**src/rtl/serial_twos_complement.sv**
```systemverilog
// Bit-serial negate / absolute value, LSB first, one operand bit per clock.
// Define SERIAL_TWOS_COMPLEMENT_SAT_EN to saturate the overflow case to the most-positive value.
module serial_twos_complement #(
    parameter int unsigned WIDTH = 8
) (
    input  logic             clk,
    input  logic             rst_n,
    input  logic             in_valid,
    output logic             in_ready,
    input  logic             mode,
    input  logic [WIDTH-1:0] in_data,
    output logic             out_valid,
    input  logic             out_ready,
    output logic [WIDTH-1:0] out_data,
    output logic             out_ovf,
    output logic             busy
);

    localparam int unsigned CW = $clog2(WIDTH) + 1;
    localparam logic [WIDTH-1:0] MIN_VAL = {1'b1, {(WIDTH-1){1'b0}}};
    localparam logic [WIDTH-1:0] MAX_VAL = ~MIN_VAL;

    typedef enum logic [1:0] {IDLE, SHIFT, DONE} state_t;

    state_t           state;
    logic [WIDTH-1:0] x;
    logic [WIDTH-2:0] acc;
    logic [CW-1:0]    cnt;
    logic             inv;
    logic             carry;

    logic             b;
    logic             rbit;
    logic [WIDTH-1:0] res;

    // One serial step: conditional inversion plus ripple of the +1 carry.
    always_comb begin
        b    = x[0] ^ inv;
        rbit = b ^ carry;
        res  = {rbit, acc};
    end

    // Combinational so a capture is possible on the very first edge after reset release.
    assign in_ready = (state == IDLE) && rst_n;

    always_ff @(posedge clk or negedge rst_n) begin
        if (!rst_n) begin
            state     <= IDLE;
            x         <= '0;
            acc       <= '0;
            cnt       <= '0;
            inv       <= 1'b0;
            carry     <= 1'b0;
            out_valid <= 1'b0;
            out_data  <= '0;
            out_ovf   <= 1'b0;
            busy      <= 1'b0;
        end else begin
            case (state)
                IDLE: begin
                    if (in_valid) begin
                        x       <= in_data;
                        acc     <= '0;
                        cnt     <= '0;
                        inv     <= !mode || in_data[WIDTH-1];
                        carry   <= !mode || in_data[WIDTH-1];
                        out_ovf <= (in_data == MIN_VAL);
                        busy    <= 1'b1;
                        state   <= SHIFT;
                    end
                end
                SHIFT: begin
                    x     <= x >> 1;
                    carry <= b & carry;
                    acc   <= res[WIDTH-1:1];
                    cnt   <= cnt + CW'(1);
                    if (cnt == CW'(WIDTH - 1)) begin
                        state     <= DONE;
                        out_valid <= 1'b1;
`ifdef SERIAL_TWOS_COMPLEMENT_SAT_EN
                        out_data  <= out_ovf ? MAX_VAL : res;
`else
                        out_data  <= res;
`endif
                    end
                end
                DONE: begin
                    if (out_ready) begin
                        state     <= IDLE;
                        out_valid <= 1'b0;
                        busy      <= 1'b0;
                    end
                end
                default: state <= IDLE;
            endcase
        end
    end

endmodule

```
**config.mk**
```make
export PLATFORM = sky130hd
export DESIGN_NAME = serial_twos_complement
export DESIGN_NICKNAME = d
export VERILOG_FILES = /design/src/rtl/serial_twos_complement.sv
export SDC_FILE = /design/constraint.sdc
export NUM_CORES = 1
export LEC_CHECK = 0
export ABC_CLOCK_PERIOD_IN_PS = 1300
export CAP_MARGIN = 40
export CELL_PAD_IN_SITES_DETAIL_PLACEMENT = 1
export CELL_PAD_IN_SITES_GLOBAL_PLACEMENT = 2
export CORE_MARGIN = 5
export CORE_UTILIZATION = 30
export DETAILED_ROUTE_END_ITERATION = 8
export DONT_BUFFER_PORTS = 1
export PLACE_DENSITY_LB_ADDON = 0.1
export SETUP_SLACK_MARGIN = 0.2
export SLEW_MARGIN = 10
export SYNTH_ARGS = -nofsm -noshare
export SYNTH_HDL_FRONTEND = slang
export SYNTH_SLANG_ARGS = --single-unit
```
**constraint.sdc**
```tcl
create_clock -name clk -period 1.3 [get_ports clk]
set_input_delay 0.39 -clock clk [delete_from_list [all_inputs] [get_ports clk]]
set_output_delay 0.39 -clock clk [all_outputs]
set_load 0.02 [all_outputs]
```
==> results of run 1 <==
## per-stage QoR
step / util / power (mW) / instances / cell area [um2] / setup TNS, ps
floorplan: - / 3.11 / 138 / 1530 / -2170
global placement: 0.341 / 3.62 / 218 / 1710 / -1680
detailed placement: 0.341 / 3.71 / 218 / 1710 / -2310
CTS: 0.410 / 5.02 / 238 / 2050 / -4040
global route: 0.422 / 5.41 / 239 / 2110 / -6460
finish: 0.422 / 5.06 / 239 / 2110 / -4550
## cells by family (layout without fill, tap and decap cells)
| logic type | Yosys count | after routing | share of synthesized area |
|---|---|---|---|
| multiplexers | 9 | 9 | 0.0656 |
| AO/OA/AOI/OAI | 17 | 17 | 0.0919 |
| XOR/XNOR | 2 | 2 | 0.0115 |
| buffers and inverters | 12 | 42 | 0.0484 |
| AND/OR/NAND/NOR | 62 | 63 | 0.208 |
| flip-flops | 34 | 34 | 0.558 |
| adder cells (fa/ha/maj) | 2 | 2 | 0.0164 |
## cells in the mapped netlist
| cell type | count | area share |
|---|---|---|
| a221o_1 | 1 | 0.0066 |
| buf_2 | 5 | 0.016 |
| or3b_1 | 1 | 0.0057 |
| o21ai_0 | 3 | 0.0098 |
| nand2b_1 | 1 | 0.0041 |
| xor2_1 | 2 | 0.011 |
| nor4b_1 | 1 | 0.0057 |
| buf_6 | 2 | 0.015 |
| ha_1 | 2 | 0.016 |
| nor3b_4 | 1 | 0.012 |
| nand3_1 | 11 | 0.036 |
| o21ai_1 | 1 | 0.0033 |
| a31o_2 | 1 | 0.0057 |
| nand3b_1 | 2 | 0.0098 |
| nand4_1 | 1 | 0.0041 |
| nor4_1 | 1 | 0.0041 |
| inv_1 | 3 | 0.0074 |
| o22ai_2 | 5 | 0.041 |
| nor2_1 | 10 | 0.025 |
| a21o_1 | 1 | 0.0049 |
| buf_4 | 2 | 0.0098 |
| mux2i_1 | 1 | 0.0066 |
| a2bb2oi_1 | 1 | 0.0057 |
| mux2_2 | 8 | 0.059 |
| nor2b_1 | 1 | 0.0041 |
| nand2_1 | 23 | 0.057 |
| nor3b_1 | 1 | 0.0049 |
| dfrtp_1 | 34 | 0.56 |
| o22ai_1 | 2 | 0.0082 |
| nor3_1 | 7 | 0.023 |
| nor2_8 | 1 | 0.013 |
| a21oi_1 | 2 | 0.0066 |
## cell usage in the layout (no fill, tap or decap), types with 2 or more instances in the layout
cell	n
buf_4	17
buf_6	11
clkbuf_8	6
dfrtp_1	23
dfrtp_2	11
inv_1	3
mux2_4	8
nand2_1	23
nand3_1	10
nand3b_1	2
nor2_1	8
nor2_4	2
nor3_1	2
nor3_2	5
o21ai_0	3
o22ai_2	7
xor2_1	2
## cell type report
cell class	count	area (um2)	area share
inverters	3	11.3	0.00533
flip-flops and latches	34	865	0.409
multi-input cells	93	738	0.350
well taps	70	87.6	0.0415
clock buffers	7	86.3	0.0409
clock inverters	1	5.00	0.00237
repair buffers	31	319	0.151
## power by group
part | switching [mW] | leakage (nW) | internal, mW
clock | 0.367 | 0.0482 | 0.427
combinational | 1.03 | 0.523 | 1.22
sequential | 0.481 | 0.409 | 1.53
total | 1.88 | 0.981 | 3.18
## worst register-to-register path: stages, from the launching register on
cell and delay, ps:
dfrtp_1 360, ha_2 190, nand3b_1 150, buf_6 160, nor2_4 200, mux2_4 320
## sequential cells by signal, indices dropped and copies added (netlist names)
name and count:
carry 1, out_valid 1, out_data 8, cnt 4
acc 7, inv 1, x 8, state 2
busy 1, out_ovf 1
## how the worst max path moves through the flow
stage,endpoint,slack (ps)
5_1_grt,in_ready,-270
6_report,in_ready,-210
2_1_floorplan,x[2],-100
4_1_cts,in_ready,-240
3_5_place_dp,out_data[7],-190
3_3_place_gp,out_data[1],-130
## layer usage
layer	vias up	global-route usage	part of all wire
met5	-	0	0
met4	0	0.0355	0.0077
li1	538	-	-
met3	4	0.0432	0.048
met2	21	0.247	0.54
met1	572	0.151	0.40
## repair_timing
| item | 4_1_cts | 5_1_grt |
|---|---|---|
| setup buffers | 9 | 1 |
| endpoints found under the setup margin | 45 | 45 |
| gates cloned | 3 | 0 |
| pin swaps | 8 | 12 |
| endpoints found under the hold margin | 34 | 34 |
| gates resized for setup | 42 | 11 |
==> out/qor.csv, run 1 <==
stage,metric,value,unit
outcome,run status,finished with violations,
outcome,violated checks,"hold timing, setup timing",
critical_path,critical path's largest stage delay,400,ps
critical_path,Reg2Reg Setup Slack,-200,ps
route,Final ANT Viol Nets,0,
floorplan,Top Ports,25,
clock_tree,Clock Sinks,34,
place,# port buffers,0,
synth,sequential area share after synthesis,0.558,
clock_tree,clock slew at reported path FFs,80,ps
synth,Post-Syn Nets,153,
critical_path,CP Depth,3,
sta,clock period minus worst slack,1510,ps
floorplan,Starting Density,0.304,
clock_tree,Clock Latency Late Sink,290,ps
sta,max frequency,0.661,GHz
critical_path,"Buf+Inv Stages, Crit Path",2,
sta,final hold slack,-211,ps
cells_and_area,final net count,183,
synth,Ys Warns,0,
sta,Slew @ Worst Pin,332,ps
floorplan,die height,81.3,um
clock_tree,htree depth,2,
sta,Final period util,1.16,
power,power per cell area,2400,nW/um2
clock_tree,total CTS buffers,5,
cells_and_area,Layout fillers,572,
critical_path,R2R Path End,out_data[1],
sta,setup slack after layout,-213,ps
route,drt drc,0,
global_routing,largest net degree at the start of global routing,36,
route,DR vias,1135,
sta,Slew Limit Fails,0,
sta,# setup viols final,33,
sta,RSZ-0062 raised after global routing,true,
synth,Synth Area per Inst,11.1,um2
route,Total Wirelength,4050,um
route,drt first pass iters,4,
floorplan,DIE AREA,6610,um2
critical_path,Worst setup SP type,register,
global_routing,Tot GR Track Use,0.136,
floorplan,Die W,81.3,um
clock_tree,Max clock buf depth,2,
synth,Synth Register Bits,34,
hold_path,Hold/Removal Path Class,input pin to asynchronous set/reset pin,
floorplan,row count,26,
route,Starting DRT DRC Count,16,
critical_path,worst reg-to-reg path cell count,5,
global_routing,first-pass GRT wire length,6530,um
job,max_cap viols,0,
critical_path,"delay-heaviest family, CP",flip-flops,
critical_path,WP data required,910,ps
synth,Mapped Cells,138,
critical_path,endpoint class of the critical path,output pin,
critical_path,CP max stage cell,dfrtp_1,
route,vias per cell,4.75,
sta,relative slew slack,0.777,
clock_tree,root buf cell,clkbuf_8,
synth,cell area after synthesis,1530,um2
power,Pleak,0.981,nW
sta,skew final,11.3,ps
floorplan,Core ar.,5010,um2
critical_path,crit-path cells,"buf_6, nor3b_2, buf_4",
critical_path,crit path kind,register to output pin,
sta,hold violation total from the final report,34,
place,post-DP HPWL,2560,um
critical_path,CP max FO,2,
power,worst vdd ir,1.13,mV
critical_path,CP arrival,1120,ps
global_routing,antenna violations before repair,0,
clock_tree,CTS tree,built,
cells_and_area,share of cells above drive strength 1,0.491,
cells_and_area,# diodes,0,
critical_path,worst flop-to-flop path startpoint,cnt[1],
route,per-cell routed wire length,16.9,um
synth,post-synth cell types,32,
global_routing,vias in the first global route,1287,
place,RePlAce Congestion,0.659,
global_routing,GRT overflow,0,
cells_and_area,P&R area growth vs syn,38.5,%
critical_path,Critical path origin,state[1],
place,dpl ws,-193,ps
No activity file was read; power rests on OpenSTA's default activity.
==> inputs of run 2 (changes only) <==
--- a/config.mk
+++ b/config.mk
@@ -15,7 +15,7 @@
 export DONT_BUFFER_PORTS = 1
 export PLACE_DENSITY_LB_ADDON = 0.1
 export SETUP_SLACK_MARGIN = 0.2
-export SLEW_MARGIN = 10
+export SLEW_MARGIN = 20
 export SYNTH_ARGS = -nofsm -noshare
 export SYNTH_HDL_FRONTEND = slang
 export SYNTH_SLANG_ARGS = --single-unit
==> results of run 2 <==
Final layout, timing and power as in run 1 (identical DEF).
==> inputs of run 3 (changes only) <==
--- a/config.mk
+++ b/config.mk
@@ -9,7 +9,6 @@
 export CAP_MARGIN = 40
 export CELL_PAD_IN_SITES_DETAIL_PLACEMENT = 1
 export CELL_PAD_IN_SITES_GLOBAL_PLACEMENT = 2
-export CORE_MARGIN = 5
 export CORE_UTILIZATION = 30
 export DETAILED_ROUTE_END_ITERATION = 8
 export DONT_BUFFER_PORTS = 1
==> run 3 against run 2 <==
Net effect:
- the run still ends with hold timing, setup timing left
- hold slack barely moved
- count of clock-buffer cells in the layout grew 1
- critical endpoint unchanged
- setup slack worse by 8.3 ps
- wire length down 2.7%
- maximum frequency down 0.54%
- critical path type unchanged
- combinational power up 2%
- register-to-register slack hardly changed
==> out/qor.csv, run 3 (synthesis gave the netlist of run 1 again) <==
stage,metric,value,unit
clock_tree,Clock Sinks,34,
power,Pleak,0.971,nW
route,drt drc,0,
power,Logic pwr share,0.441,
floorplan,DIE AREA,5370,um2
clock_tree,clock slew at reported path FFs,70,ps
cells_and_area,share of cells above drive strength 1,0.473,
sta,hold violation total from the final report,34,
route,Total Wirelength,3940,um
clock_tree,root buf cell,clkbuf_8,
sta,clock period minus worst slack,1520,ps
power,Clock Power Share,0.177,
power,Reg power frac,0.383,
critical_path,Worst setup SP type,register,
job,max_cap viols,0,
route,per-cell routed wire length,16.8,um
cells_and_area,final non-filler cell total,234,
route,Final ANT Viol Nets,0,
cells_and_area,top flop regs,"out_data (8), x (8), acc (7)",
cells_and_area,most frequent cells in the layout,"nand2_1 (23), dfrtp_1 (23), buf_4 (18)",
sta,RSZ-0062 raised after global routing,true,
cells_and_area,Final Core Density,0.438,
global_routing,GRT overflow,0,
power,switch share,0.367,
cells_and_area,final net count,181,
power,power per cell area,2470,nW/um2
place,dpl ws,-160,ps
cells_and_area,Sequential cell area,865,um2
cells_and_area,Layout fillers,539,
clock_tree,Clock Latency Late Sink,290,ps
critical_path,WP data required,910,ps
route,Starting DRT DRC Count,35,
place,RePlAce Congestion,0.744,
floorplan,Die W,73.3,um
floorplan,die height,73.3,um
sta,Slew @ Worst Pin,368,ps
global_routing,largest net degree at the start of global routing,36,
sta,Slew Limit Fails,0,
floorplan,Top Ports,25,
place,Cells after DPL,214,
clock_tree,CTS tree,built,
critical_path,endpoint class of the critical path,output pin,
clock_tree,total CTS buffers,5,
sta,relative slew slack,0.752,
clock_tree,htree depth,2,
power,net switching power,1.91,mW
outcome,run status,finished with violations,
route,vias per cell,4.81,
critical_path,crit path kind,register to output pin,
floorplan,Core ar.,4820,um2
cells_and_area,Multi-input gate area,728,um2
floorplan,row count,25,
clock_tree,Max clock buf depth,2,
sta,# setup viols final,32,
outcome,violated checks,"hold timing, setup timing",
global_routing,Tot GR Track Use,0.168,
critical_path,CP max FO,2,
route,drt first pass iters,4,
global_routing,vias in the first global route,1262,
cells_and_area,# diodes,0,
global_routing,first-pass GRT wire length,6470,um
power,P_int,3.30,mW
power,worst vdd ir,0.948,mV
sta,max frequency,0.657,GHz
hold_path,Hold/Removal Path Class,input pin to asynchronous set/reset pin,
sta,final hold slack,-211,ps
critical_path,CP arrival,1130,ps
floorplan,Starting Density,0.317,
sta,Final period util,1.17,
place,post-DP HPWL,2450,um
global_routing,antenna violations before repair,0,
place,# port buffers,0,
route,DR vias,1125,
sta,setup slack after layout,-221,ps
sta,skew final,10.9,ps
cells_and_area,P&R area growth vs syn,38.4,%
==> run 3: stage by stage <==
step | power [mW] | hold WS (ps) | setup TNS (ps) | area [um2]
final | 5.22 | -211 | -4570 | 2110
after global routing | 5.60 | -234 | -6320 | 2110
after CTS | 5.17 | -222 | -4390 | 2070
after detailed placement | 3.73 | 95.4 | -1760 | 1710
after global placement | 3.65 | 95.4 | -1080 | 1710
after floorplan | 3.11 | 94.4 | -2170 | 1530
==> run 3: area by class of cell <==
class | count | share of cell area
tap | 67 | 0.0397
sequential | 34 | 0.410
timing repair buffer | 29 | 0.148
multi-input combinational | 93 | 0.345
clock buffer | 8 | 0.0522
inverter | 3 | 0.00533
==> run 3: power groups by stage <==
stage / sequential [mW] / combinational (mW) / clock, mW
2_1_floorplan: 1.89 / 1.22 / 0
3_3_place_gp: 1.95 / 1.70 / 0
3_5_place_dp: 1.97 / 1.76 / 0
4_1_cts: 1.99 / 2.22 / 0.954
5_1_grt: 2.06 / 2.53 / 1.01
6_report: 2.00 / 2.30 / 0.922
==> run 3: worst max-delay path, stage by stage (launching register included) <==
cell,delay (ps)
dfrtp_1,400
buf_6,120
nor3b_2,160
buf_4,160
==> run 3: per-layer routing <==
metal  share of wire  wire (um)  GRT usage  up-vias
met5               0          0          0        -
met4           0.016         62     0.0705        0
met3           0.053        210     0.0549        6
met2            0.50       1970      0.279       22
met1            0.43       1700      0.202      567
li1                -          -          -      530
==> run 3: path summary, 6_finish.rpt <==
| check | startpoint | end | slack, ps | cells after the start |
|---|---|---|---|---|
| worst max-delay path | state[1] | in_ready | -220 | 3 |
| max in group asynchronous | rst_n | out_data[3] | 1410 | 0 |
| worst max register to register | state[1] | x[1] | -210 | 5 |
| worst min register to register | acc[1] | acc[0] | 490 | 2 |
| worst min-delay path | rst_n | x[2] | -210 | 0 |
| min in group clk | in_data[4] | x[4] | 270 | 2 |
==> run 3: what timing repair did <==
item,4_1_cts,5_1_grt
endpoints found under the setup margin,45,46
pin swaps,6,2
setup buffers,7,2
resized for setup,40,9
hold endpoints to repair,34,34
cloned,3,0
==> patch, RTL diff (flow settings as in run 3) <==
Reset style: synchronous (`rst_n`), changed in one clocked block.
--- a/src/rtl/serial_twos_complement.sv
+++ b/src/rtl/serial_twos_complement.sv
@@ -44,5 +44,5 @@
     assign in_ready = (state == IDLE) && rst_n;
 
-    always_ff @(posedge clk or negedge rst_n) begin
+    always_ff @(posedge clk) begin
         if (!rst_n) begin
             state     <= IDLE;
Behaviour: differs if rst_n is asserted again (counterexample within 4 cycles, from zero or initial values and one cycle with rst_n low); with rst_n held inactive, the same outputs for 10 cycles.
==> patch against run 3 <==
  * The flow finishes with violations (setup timing)
  * Final area shrank 4.1%
  * Hold slack gained 0.44 ns
  * Sequential share of layout area shrank 5.6 points
  * Setup slack gained 0.093 ns
  * Wire length shrank 2.1%
  * Synthesized area grew 0.33%
  * Global-route usage shrank 0.57 points
  * First-iteration DRC count grew 5.7%
  * Sequential cell count is the same
  * Die area grew 0.33%
  * Critical path type unchanged
  * Critical endpoint unchanged
  * Largest cell class is now multi-input combinational cells
Power is not compared: it rests on default switching activity, and its combinational part moved more than twofold at a synthesized area within 25%.
==> patch: results (changes against run 3) <==
{| class="wikitable"
! Metric !! Value
|-
| Outcome || complete, but fails checks
|-
| Violations in the final reports || setup timing
|-
| Starting DRC count in detailed routing || 37 (+5.7%)
|-
| Maximum fanout count along the critical path || 6 (+4)
|-
| Relative slew margins || 0.813 (+0.0613)
|-
| Weighted congestion reported at the end of routability-driven placement || 0.713 (-4.1%)
|-
| Cells after Synth || 165 (+20%)
|-
| R2R Setup Slk || -0.07 ns (+0.14 ns)
|-
| Sequential element share of the synthesized area || 0.445 (-0.113)
|-
| Number of placed instances with taps included || 227 (+6.1%)
|-
| Number of fill cells || 549 (+1.9%)
|-
| Setup clock skew after layout || 0.00614 ns (-0.00475 ns)
|-
| Count of unique library cells instantiated by Yosys || 36 (+13%)
|-
| Detailed-route wire length || 3860 um (-2.1%)
|-
| Commonest cells in the netlist || sky130_fd_sc_hd__dfxtp_1 (34), sky130_fd_sc_hd__nand2_1 (19), sky130_fd_sc_hd__nor2b_1 (18)
|-
| Number of global-route vias before repair || 1300 (+3.0%)
|-
| Worst reg2reg startpoint || state[0]
|-
| GR Util All Layers || 0.163 (-0.00571)
|-
| NumNets Final || 192 (+6.1%)
|-
| Capture point of the worst reg-to-reg path || out_data[2]
|-
| Share of cells above drive strength 1 || 0.416 (-0.0573)
|-
| Pin count of the biggest net entering global routing || 47 (+31%)
|-
| Wire length of the first global-routing pass || 6420 um (-0.85%)
|-
| Type of the tightest min-delay check || input port to flop
|-
| Worst Hold Margin || 0.227 ns (+0.438 ns)
|-
| Summed negative setup slack over all endpoints || -0.415 ns (+4.15 ns)
|-
| Delay of the slowest critical-path stage || 0.33 ns (-0.07 ns)
|-
| Critical Path Source || state[1]
|-
| Initial antenna violation count || 0 (unchanged)
|-
| Arr. time, crit path || 1.04 ns (-0.09 ns)
|-
| Final Worst Setup Slack || -0.128 ns (+0.0928 ns)
|-
| Net count of the mapped netlist || 180 (+18%)
|-
| Top cells by area, synth || sky130_fd_sc_hd__dfxtp_1 (44%), sky130_fd_sc_hd__nor2b_1 (7.4%), sky130_fd_sc_hd__mux2i_1 (5.2%), sky130_fd_sc_hd__a22oi_1 (4.9%), sky130_fd_sc_hd__nand2_1 (4.7%)
|-
| Final number of setup-violating endpoints || 9 (-72%)
|-
| Post-synth ARST share || 0 (-1.00)
|}
[patch: metrics by stage]
step	cell area [sq um]	setup WS, ns	util
final	2020	-0.128	0.420
after global routing	2020	-0.160	0.420
after CTS	2000	-0.132	0.415
after detailed placement	1640	-0.00374	0.341
after global placement	1640	0.0936	0.341
after floorplan	1570	0.0870	-
[patch: per-layer routing]
| metal | up-vias | track usage | wire length [um] |
|---|---|---|---|
| met2 | 20 | 0.267 | 2010 |
| met3 | 8 | 0.0412 | 154 |
| met5 | - | 0 | 0 |
| li1 | 607 | - | - |
| met1 | 598 | 0.199 | 1620 |
| met4 | 0 | 0.0769 | 77 |
[patch: power groups by stage]
stage               registers (mW)  clock network (mW)  logic (mW)
finish                        1.10               0.827       0.257
detailed placement            1.13                   0       0.191
global route                  1.11               0.908       0.284
floorplan                     1.13                   0       0.180
global placement              1.13                   0       0.185
CTS                           1.11               0.860       0.257
[patch: layout make-up]
cell class,count,share of cell area
Multi-Input combinational cell,115,0.443
Clock buffer,6,0.0408
Clock inverter,2,0.00618
Tap cell,67,0.0414
Sequential cell,34,0.353
Inverter,2,0.00371
Timing Repair Buffer,19,0.111
[patch: worst max path at each step]
stage | end | slack (ns) | cells past startpoint
2_1_floorplan | x[2] | 0.09 | 4
3_3_place_gp | out_ovf | 0.09 | 4
3_5_place_dp | out_data[2] | -0.004 | 4
4_1_cts | in_ready | -0.13 | 2
5_1_grt | in_ready | -0.16 | 2
6_report | in_ready | -0.13 | 2
[patch: timing repair]
action | 4_1_cts | 5_1_grt
cloned | 3 | 0
gates resized for setup | 52 | 9
endpoints found under the setup margin | 44 | 41
buffers inserted | 7 | 0
pin swaps | 10 | 2
[patch: worst register-to-register path, cell delays in order, from the launching register on]
cell,delay (ns)
sky130_fd_sc_hd__dfxtp_2,0.37
sky130_fd_sc_hd__buf_6,0.11
sky130_fd_sc_hd__nor2b_4,0.14
sky130_fd_sc_hd__and4b_2,0.34
sky130_fd_sc_hd__buf_12,0.15
sky130_fd_sc_hd__mux2i_1,0.19
[patch: cell families after synthesis]
group / count (synthesis) / share of synthesized area
and+or+nand+nor: 64 / 0.226
DFF: 34 / 0.445
muxes: 8 / 0.0523
AOI/OAI and AO/OA: 39 / 0.194
adders and majority gates: 2 / 0.0164
xor gates and xnor gates: 1 / 0.00572
buffers and inverters: 17 / 0.0613
